File: src/rtl/stage_if_pkg.sv
// Shared definitions for the instruction-fetch stage: fetch FSM state
// encoding, the default bubble instruction and the PC increment.
package stage_if_pkg;

    typedef enum logic [1:0] {
        S_REQ  = 2'd0,  // issue a fetch
        S_WAIT = 2'd1,  // fetch outstanding, response wanted
        S_KILL = 2'd2,  // fetch outstanding, response will be dropped
        S_HOLD = 2'd3   // response captured while decode was stalled
    } fetch_state_t;

    localparam logic [31:0] NOP_INSTR_DEFAULT = 32'h0000_0000;  // sll $0,$0,0
    localparam logic [31:0] PC_INCR           = 32'd4;

    // Redirect targets are always word aligned; the low two bits are dropped.
    function automatic logic [31:0] align_word(input logic [31:0] addr);
        return addr & ~32'h0000_0003;
    endfunction

endpackage

File: src/rtl/if_fetch_ctrl.sv
// Fetch controller: the request/response FSM, the PC register and the
// one-entry hold buffer that parks a response which arrives during a stall.
// Presents a single-cycle 'load' strobe plus data to the IF/ID register.
module if_fetch_ctrl
    import stage_if_pkg::*;
#(
    parameter logic [31:0] RESET_PC = 32'h0000_0000
) (
    input  logic        clk,
    input  logic        reset,
    input  logic        stall,
    input  logic        pc_src,
    input  logic [31:0] branch_target,
    output logic        imem_req,
    output logic [31:0] imem_addr,
    input  logic [31:0] imem_rdata,
    input  logic        imem_valid,
    output logic        load,
    output logic [31:0] load_pc4,
    output logic [31:0] load_instr
);

    fetch_state_t state;
    logic [31:0]  pc;
    logic [31:0]  pc_next4;
    logic [31:0]  target;
    logic [31:0]  hold_pc4;
    logic [31:0]  hold_instr;

    assign pc_next4  = pc + PC_INCR;  // wraps modulo 2^32 by construction
    assign target    = align_word(branch_target);
    assign imem_req  = (state == S_REQ) && !pc_src && !stall;
    assign imem_addr = pc;

    // Select what the IF/ID register takes this cycle: a fresh response or the parked one.
    always_comb begin
        // NOTE: every output of this block gets a default first so no path leaves it unassigned (no latch).
        load       = 1'b0;
        load_pc4   = pc_next4;
        load_instr = imem_rdata;
        if (!pc_src && !stall) begin
            case (state)
                S_WAIT: load = imem_valid;
                S_HOLD: begin
                    load       = 1'b1;
                    load_pc4   = hold_pc4;
                    load_instr = hold_instr;
                end
                default: load = 1'b0;
            endcase
        end
    end

    // Fetch FSM with PC and hold buffer; redirects always win over stalls.
    always_ff @(posedge clk) begin
        // NOTE: sequential state uses non-blocking assignments so every register samples pre-edge values.
        if (reset) begin
            state      <= S_REQ;
            pc         <= RESET_PC;
            // NOTE: the hold buffer is only two words, so it is cleared on reset like any other register.
            hold_pc4   <= '0;
            hold_instr <= '0;
        end else begin
            case (state)
                S_REQ: begin
                    if (pc_src)
                        pc <= target;
                    else if (!stall)
                        state <= S_WAIT;
                end
                S_WAIT: begin
                    if (pc_src) begin
                        pc    <= target;
                        state <= imem_valid ? S_REQ : S_KILL;
                    end else if (imem_valid) begin
                        if (stall) begin
                            hold_pc4   <= pc_next4;
                            hold_instr <= imem_rdata;
                            state      <= S_HOLD;
                        end else begin
                            pc    <= pc_next4;
                            state <= S_REQ;
                        end
                    end
                end
                S_KILL: begin
                    // A redirect here still has to be remembered even if the stale word lands now.
                    if (pc_src)
                        pc <= target;
                    if (imem_valid)
                        state <= S_REQ;
                end
                S_HOLD: begin
                    if (pc_src) begin
                        hold_pc4   <= '0;
                        hold_instr <= '0;
                        pc         <= target;
                        state      <= S_REQ;
                    end else if (!stall) begin
                        pc    <= pc_next4;
                        state <= S_REQ;
                    end
                end
                default: state <= S_REQ;
            endcase
        end
    end

endmodule

File: src/rtl/stage_if.sv
// Instruction-fetch stage: drives a variable-latency instruction memory
// (one fetch outstanding) and owns the IF/ID pipeline register.
// Optional macro STAGE_IF_PERF_CNT_EN adds FetchCount/BubbleCount outputs.
module stage_if
    import stage_if_pkg::*;
#(
    parameter logic [31:0] RESET_PC  = 32'h0000_0000,
    parameter logic [31:0] NOP_INSTR = NOP_INSTR_DEFAULT
) (
    input  logic        Clk,
    input  logic        Reset,
    input  logic        Stall,
    input  logic        PCSrc,
    input  logic [31:0] BranchTarget,
    output logic        imem_req,
    output logic [31:0] imem_addr,
    input  logic [31:0] imem_rdata,
    input  logic        imem_valid,
    output logic [31:0] PCAddResult,
    output logic [31:0] Instruction,
    output logic        Valid
`ifdef STAGE_IF_PERF_CNT_EN
    ,
    output logic [31:0] FetchCount,
    output logic [31:0] BubbleCount
`endif
);

    logic        load;
    logic [31:0] load_pc4;
    logic [31:0] load_instr;

    if_fetch_ctrl #(
        .RESET_PC (RESET_PC)
    ) u_fetch_ctrl (
        .clk           (Clk),
        .reset         (Reset),
        .stall         (Stall),
        .pc_src        (PCSrc),
        .branch_target (BranchTarget),
        .imem_req      (imem_req),
        .imem_addr     (imem_addr),
        .imem_rdata    (imem_rdata),
        .imem_valid    (imem_valid),
        .load          (load),
        .load_pc4      (load_pc4),
        .load_instr    (load_instr)
    );

    // IF/ID register: reset, then flush, then stall-hold, then load, else bubble.
    always_ff @(posedge Clk) begin
        if (Reset) begin
            PCAddResult <= '0;
            Instruction <= NOP_INSTR;
            Valid       <= 1'b0;
        end else if (PCSrc) begin
            Instruction <= NOP_INSTR;
            Valid       <= 1'b0;
        end else if (Stall) begin
            // Hold all three outputs for the hazard unit.
        end else if (load) begin
            PCAddResult <= load_pc4;
            Instruction <= load_instr;
            Valid       <= 1'b1;
        end else begin
            Instruction <= NOP_INSTR;
            Valid       <= 1'b0;
        end
    end

`ifdef STAGE_IF_PERF_CNT_EN
    // Performance counters: real loads, and bubbles not caused by a stall (flushes count).
    always_ff @(posedge Clk) begin
        if (Reset) begin
            FetchCount  <= '0;
            BubbleCount <= '0;
        end else begin
            if (load)
                FetchCount <= FetchCount + 32'd1;
            if (PCSrc || (!Stall && !load))
                BubbleCount <= BubbleCount + 32'd1;
        end
    end
`endif

endmodule
File: config.mk
export PLATFORM = sky130hd
export DESIGN_NAME = stage_if
export DESIGN_NICKNAME = d
export VERILOG_FILES = /design/src/rtl/stage_if_pkg.sv /design/src/rtl/if_fetch_ctrl.sv /design/src/rtl/stage_if.sv
export SDC_FILE = /design/constraint.sdc
export NUM_CORES = 1
export LEC_CHECK = 0
export ABC_AREA = 1
export BUFFER_PORTS_ARGS = -buffer_cell sky130_fd_sc_hd__buf_4
export CELL_PAD_IN_SITES_DETAIL_PLACEMENT = 1
export CELL_PAD_IN_SITES_GLOBAL_PLACEMENT = 2
export CORE_MARGIN = 4
export CORE_UTILIZATION = 29
export CTS_CLUSTER_SIZE = 10
export DETAILED_ROUTE_END_ITERATION = 16
export GPL_ROUTABILITY_DRIVEN = 0
export HOLD_SLACK_MARGIN = 0.06
export MAX_ROUTING_LAYER = met4
export PLACE_DENSITY_LB_ADDON = 0.1
export SYNTH_ARGS = -nofsm -noshare
export SYNTH_HDL_FRONTEND = slang
export SYNTH_SLANG_ARGS = --single-unit
File: constraint.sdc
create_clock -name Clk -period 2 [get_ports Clk]
set_input_delay 0.2 -clock Clk [delete_from_list [all_inputs] [get_ports Clk]]
set_output_delay 0.2 -clock Clk [all_outputs]
set_load 0.02 [all_outputs]
==> results of run 1 <==
[where the power goes]
| part | total (uW) | leakage [uW] | internal (uW) | switching [uW] |
|---|---|---|---|---|
| Clock | 3160 | 0.000266 | 1670 | 1490 |
| Sequential | 3580 | 0.00129 | 3360 | 218 |
| Combinational | 1930 | 0.00228 | 731 | 1200 |
[final cells by class]
| class | instances | area [um^2] | share of cell area |
|---|---|---|---|
| clock buffers | 18 | 439.2 | 0.04450 |
| clock inverters | 14 | 121.4 | 0.01230 |
| inverters | 57 | 214.0 | 0.02168 |
| multi-input cells | 760 | 3441 | 0.3487 |
| flip-flops and latches | 159 | 3183 | 0.3226 |
| well taps | 324 | 405.4 | 0.04108 |
| repair buffers | 245 | 2064 | 0.2092 |
[final timing paths]
check | endpoint | slack (ns) | cells after the start
setup / recovery | u_fetch_ctrl.imem_addr[28]$_SDFFE_PP0P_ | 0.26 | 9
hold / removal | u_fetch_ctrl.imem_addr[23]$_SDFFE_PP0P_ | 0.08 | 3
setup reg to reg | u_fetch_ctrl.imem_addr[28]$_SDFFE_PP0P_ | 0.26 | 9
hold reg to reg | u_fetch_ctrl.hold_pc4[1]$_SDFFE_PP0P_ | 0.45 | 2
[cell usage after synthesis (3+ instances only)]
library cell | instances | area share
nand2_2 | 4 | 0.0035
buf_4 | 13 | 0.014
nand3b_1 | 4 | 0.0042
nor2_1 | 41 | 0.021
buf_2 | 20 | 0.014
clkbuf_1 | 21 | 0.011
xor2_2 | 3 | 0.0068
dfxtp_1 | 159 | 0.44
inv_2 | 4 | 0.0021
buf_6 | 6 | 0.0094
xnor2_1 | 5 | 0.0061
a211oi_1 | 3 | 0.0031
inv_1 | 52 | 0.027
xor2_1 | 7 | 0.0085
nand3_1 | 26 | 0.018
o21ai_0 | 36 | 0.025
a21oi_1 | 141 | 0.098
a31oi_1 | 39 | 0.034
nor2_4 | 5 | 0.0078
nor2_2 | 6 | 0.0052
nand2_1 | 427 | 0.22
[stage by stage]
step / instances / cell area, um^2
floorplan: 1038 / 7188
global placement: 1490 / 8757
detailed placement: 1490 / 8757
CTS: 1577 / 9868
global route: 1577 / 9868
finish: 1577 / 9868
[layer usage]
metal	vias to the layer above	global-route usage	part of all wire
li1	3745	-	-
met1	3446	0.2469	0.48
met2	125	0.3161	0.47
met3	14	0.02581	0.037
met4	0	0.04049	0.0079
met5	-	-	0
[placed cells by master, fill, tap and decap left out]
cell           netlist  final
nor2_1              41     40
o21ai_2              1      1
nand2_1            427    427
dlygate4sd3_1        0     55
nand2_2              4      4
ha_1                 1      1
nand3_2              1      1
conb_1               1      2
o21ai_1              1      1
inv_1               52     52
o221ai_1             1      1
nor2_2               6      7
o21ai_0             36     36
clkinv_4             0      1
dfxtp_1            159    159
a21oi_2              1      1
a211oi_1             3      3
inv_8                0      3
nand3_1             26     26
xnor2_1              5      5
xor2_1               7      7
o22ai_1              1      1
clkbuf_8             0      1
and2_1               2      2
clkinvlp_4           0      4
inv_2                4      5
nand2_4              1      1
xor2_2               3      3
a21oi_1            141    141
clkbuf_16            0     17
a31oi_1             39     39
buf_12               0      7
nand3b_1             4      4
nor2_4               5      5
buf_4               13    183
clkinv_2             0      1
nor3_1               1      1
inv_6                0      5
[state kept, by name (all words and copies together), names as in the netlist]
signal and cells:
Instruction 32, u_fetch_ctrl.hold_instr 32, PCAddResult 31, u_fetch_ctrl.hold_pc4 31, u_fetch_ctrl.imem_addr 30, u_fetch_ctrl.state 2
Valid 1
[worst max-delay path, delay by kind of cell, from the launching register on]
| family | cells | cell delay [ns] |
|---|---|---|
| AOI/OAI and AO/OA | 1 | 0.13 |
| adders and majority gates | 1 | 0.20 |
| and+or+nand+nor | 7 | 0.98 |
| DFF | 1 | 0.38 |
[kinds of logic after synthesis]
logic type | count (synthesis)
simple gates | 518
compound gates | 224
flops | 159
buf+inv | 119
xor+xnor | 15
fa+ha+maj | 1
other cells | 1
==> results.toml, run 1 <==
[outcome]
status = "finished clean"

[synth]
async_flop_share = 0
synth_fa_ha_area_frac = 0.001742
synth_top_family_by_area = "simple AND/OR/NAND/NOR gates"
synth-main-ff-cell = "dfxtp_1"
muxShareOfSynthArea = 0
yosysWarnings = 0
yosysUniqueCellTypes = 35
syn-instance-count = 1037
yosysSeqAreaShare = 0.4431
synth_compound_area_frac = 0.1656
syn_area_um2 = 7184
syn_area_per_cell_um2 = 6.928
synth-edff-count = 0
synth-simple-area-share = 0.2887
ys_seq_elements = 159
synth-xor-area-share = 0.02142

[die]
core_area_um2 = 24320
dieWidth_um = 165.4
die_h_um = 165.4
start_util = 0.2954
die-area_um2 = 27360
num_io_pins = 167
placementRows = 57

[cells_and_area]
diodes = 0
layout-drive-gt1-share = 0.1995
area_growth_pct = 37.36
fillers = 3039
nets = 1310
utilization = 0.4058

[route]
dr.pass1.iters = 4
routed_wl_mm = 24.68
final_antenna_net_count = 0
vias = 7330
drc = 0
vias_per_cell = 4.648
detail_route.wl_per_cell_um = 15.65
drt_iter0_markers = 336

[sta]
finalCriticalPeriod_ns = 1.743
fin_crit_sh = 0.8713
max_freq_mhz = 573.9
hold_viol_final = 0
holdWs_ns = 0.07510
tns_ns = 0
setup_viol = 0
setup_ws_ns = 0.2574
drv_slew = 0
finalClockSkew_ns = 0.01507
grt_setup_unrepaired = "false"

[placement]
dp_hpwl_mm = 16.61
portBuffers = 162
pre_cts_ws_ns = 0.2414

[clock_network]
clkLatencyLatePin_ns = 0.43
cts_htree_levels = 4
cts.reportedPaths.clkPinSlew_ns = 0.08
hold_buffers = 55
clockBufferDepth = 2
cts_setup_buffers = 0
numCtsBuffers = 17
root_buffer = "clkbuf_16"
cts_tree = "built"
cts_resized = 0
clock-sinks = 159

[pwr]
p_per_area_nw_per_um2 = 879.1
p_leak_uw = 0.003836
power_uw = 8676
irDropWorstVdd_mv = 0.3779

[min_path]
hp-class = "in -> reg"
worstHoldStart = "BranchTarget[23]"

[global_routing]
grt_pass1_vias = 7473
grt_overflow = 0
grt_max_degree = 72
antenna_found_initial = 0
grtUsageTotal = 0.1894
grt_pass1_wl_mm = 39.72

[critical_path]
crit_type = "reg -> reg"
end_kind = "register"
startpoint = "u_fetch_ctrl.imem_addr[3]$_SDFFE_PP0P_"
cp_data_required_time_ns = 2.37
regToRegStartpoint = "u_fetch_ctrl.imem_addr[3]$_SDFFE_PP0P_"
critPathMostFrequentCell = "nand2_1"
cpPeakStageDelay_ns = 0.38
cp_max_fo = 5
cp.arrival_ns = 2.11
critPathSlowestCell = "dfxtp_1"
cp_cell_sequence = "ha_1 -> nand2_1 -> nor2_4 -> nand2_2 -> nor2_2 -> nand3_1 -> nand2_1 -> nand2_1 -> a21oi_1"
startpoint_type = "register"

[job]
max_cap_viol_count = 0
Power figures use the tool's default switching activity.
==> run 2, diff against run 1 <==
CORE_MARGIN = 10   (was 4)
==> results.toml, run 2 (synthesized netlist as in run 1, its figures left out) <==
[outcome]
status = "finished clean"

[placement]
post-place-cells = 1490
portBuffers = 162
place_area_um2 = 8757
dp_hpwl_mm = 17.57

[die]
core_area_um2 = 24320
placementRows = 57
start_util = 0.2954
die-area_um2 = 31470
num_io_pins = 167
dieWidth_um = 177.4
die_h_um = 177.4

[clock_network]
hold_buffers = 54
clkLatencyLatePin_ns = 0.42
cts_tree = "built"
cts_resized = 0
numCtsBuffers = 17
cts_htree_levels = 4
cts.reportedPaths.clkPinSlew_ns = 0.07
clock-sinks = 159
root_buffer = "clkbuf_16"
clockBufferDepth = 2
cts_setup_buffers = 0

[critical_path]
crit_type = "reg -> reg"
cp_max_fo = 5
cp.arrival_ns = 2.11
regToRegStartpoint = "u_fetch_ctrl.imem_addr[9]$_SDFFE_PP0P_"
startpoint_type = "register"
end_kind = "register"
startpoint = "u_fetch_ctrl.imem_addr[9]$_SDFFE_PP0P_"
cp_data_required_time_ns = 2.35

[global_routing]
grt_overflow = 0
busiest_layer = "met2"
grt_pass1_vias = 7535
grtUsageTotal = 0.1685
grt_use_met2 = 0.2739
grt_max_degree = 93
use_met1 = 0.2140
grt_pass1_wl_mm = 41.46
antenna_found_initial = 0
grt_use_met3 = 0.03230

[cells_and_area]
seqCellArea_um2 = 3183
layout.cells.non_filler = 1576
multi_input_area_um2 = 3441
fin_area_um2 = 9899
nets = 1309
diodes = 0
reg_top3 = "Instruction: 32 flops, u_fetch_ctrl.hold_instr: 32 flops"
mostFrequentLayoutCell = "nand2_1"
utilization = 0.4071
area_growth_pct = 37.79
fillers = 3029
layout-drive-gt1-share = 0.1997
layout_common_cells = "nand2_1 (427), buf_4 (183), dfxtp_1 (159)"

[sta]
setup_viol = 0
max_freq_mhz = 566.4
grt_setup_unrepaired = "false"
drv_slew = 0
finalClockSkew_ns = 0.01141
hold_viol_final = 0
tns_ns = 0
finalCriticalPeriod_ns = 1.766
fin_crit_sh = 0.8828

[route]
detail_route.wl_per_cell_um = 16.25
vias = 7306
final_antenna_net_count = 0
routed_wl_mm = 25.62
vias_per_cell = 4.636
dr.pass1.iters = 4
drt_iter0_markers = 320
drc = 0

[min_path]
hp-class = "in -> reg"
worstHoldStart = "BranchTarget[22]"

[pwr]
p_per_area_nw_per_um2 = 898.2
irDropWorstVdd_mv = 0.4816
p_leak_uw = 0.003855

[job]
max_cap_viol_count = 0
==> run 2: final timing paths <==
check / endpoint / slack (ns) / cells past startpoint
max: PCAddResult[17]$_SDFFE_PP0P_ / 0.23 / 7
min: u_fetch_ctrl.imem_addr[22]$_SDFFE_PP0P_ / 0.07 / 3
max reg2reg: PCAddResult[17]$_SDFFE_PP0P_ / 0.23 / 7
min reg2reg: u_fetch_ctrl.hold_pc4[1]$_SDFFE_PP0P_ / 0.45 / 2
==> run 2: final cells by class <==
class | count | share of cell area
clock buffer | 17 | 0.04297
clock inverter | 15 | 0.01782
inverter | 57 | 0.02161
multi-input combinational | 760 | 0.3476
sequential | 159 | 0.3215
tap | 324 | 0.04095
timing repair buffer | 244 | 0.2075
==> run 2: per-stage QoR <==
stage	worst slack, ns	hold slack (ns)	total power, uW
detailed placement	0.2311	0.4486	5548
global placement	0.2381	0.4433	5537
finish	0.2345	0.07412	8891
CTS	0.2054	0.06108	9033
floorplan	0.3108	0.3440	4717
global route	0.05636	0.07218	9410
==> run 2: power breakdown <==
part           total [uW]  internal [uW]  switching, uW
clock network        3370           1880           1480
logic                1940            735           1210
registers            3580           3360            218
total                8890           5980           2910
==> run 2: routing by layer <==
layer  routed length (um)  share of wire
met4                  162         0.0063
met2                11990           0.47
met3                  996          0.039
met5                    0              0
met1                12470           0.49
==> run 2: worst max-delay path: stages, from the launching register on <==
cell and delay (ns):
dfxtp_1 0.43, nand2_1 0.11, nor2_1 0.22, nand2_1 0.13
nor2_4 0.16, xor2_1 0.41, nand2_1 0.10, a21oi_1 0.14
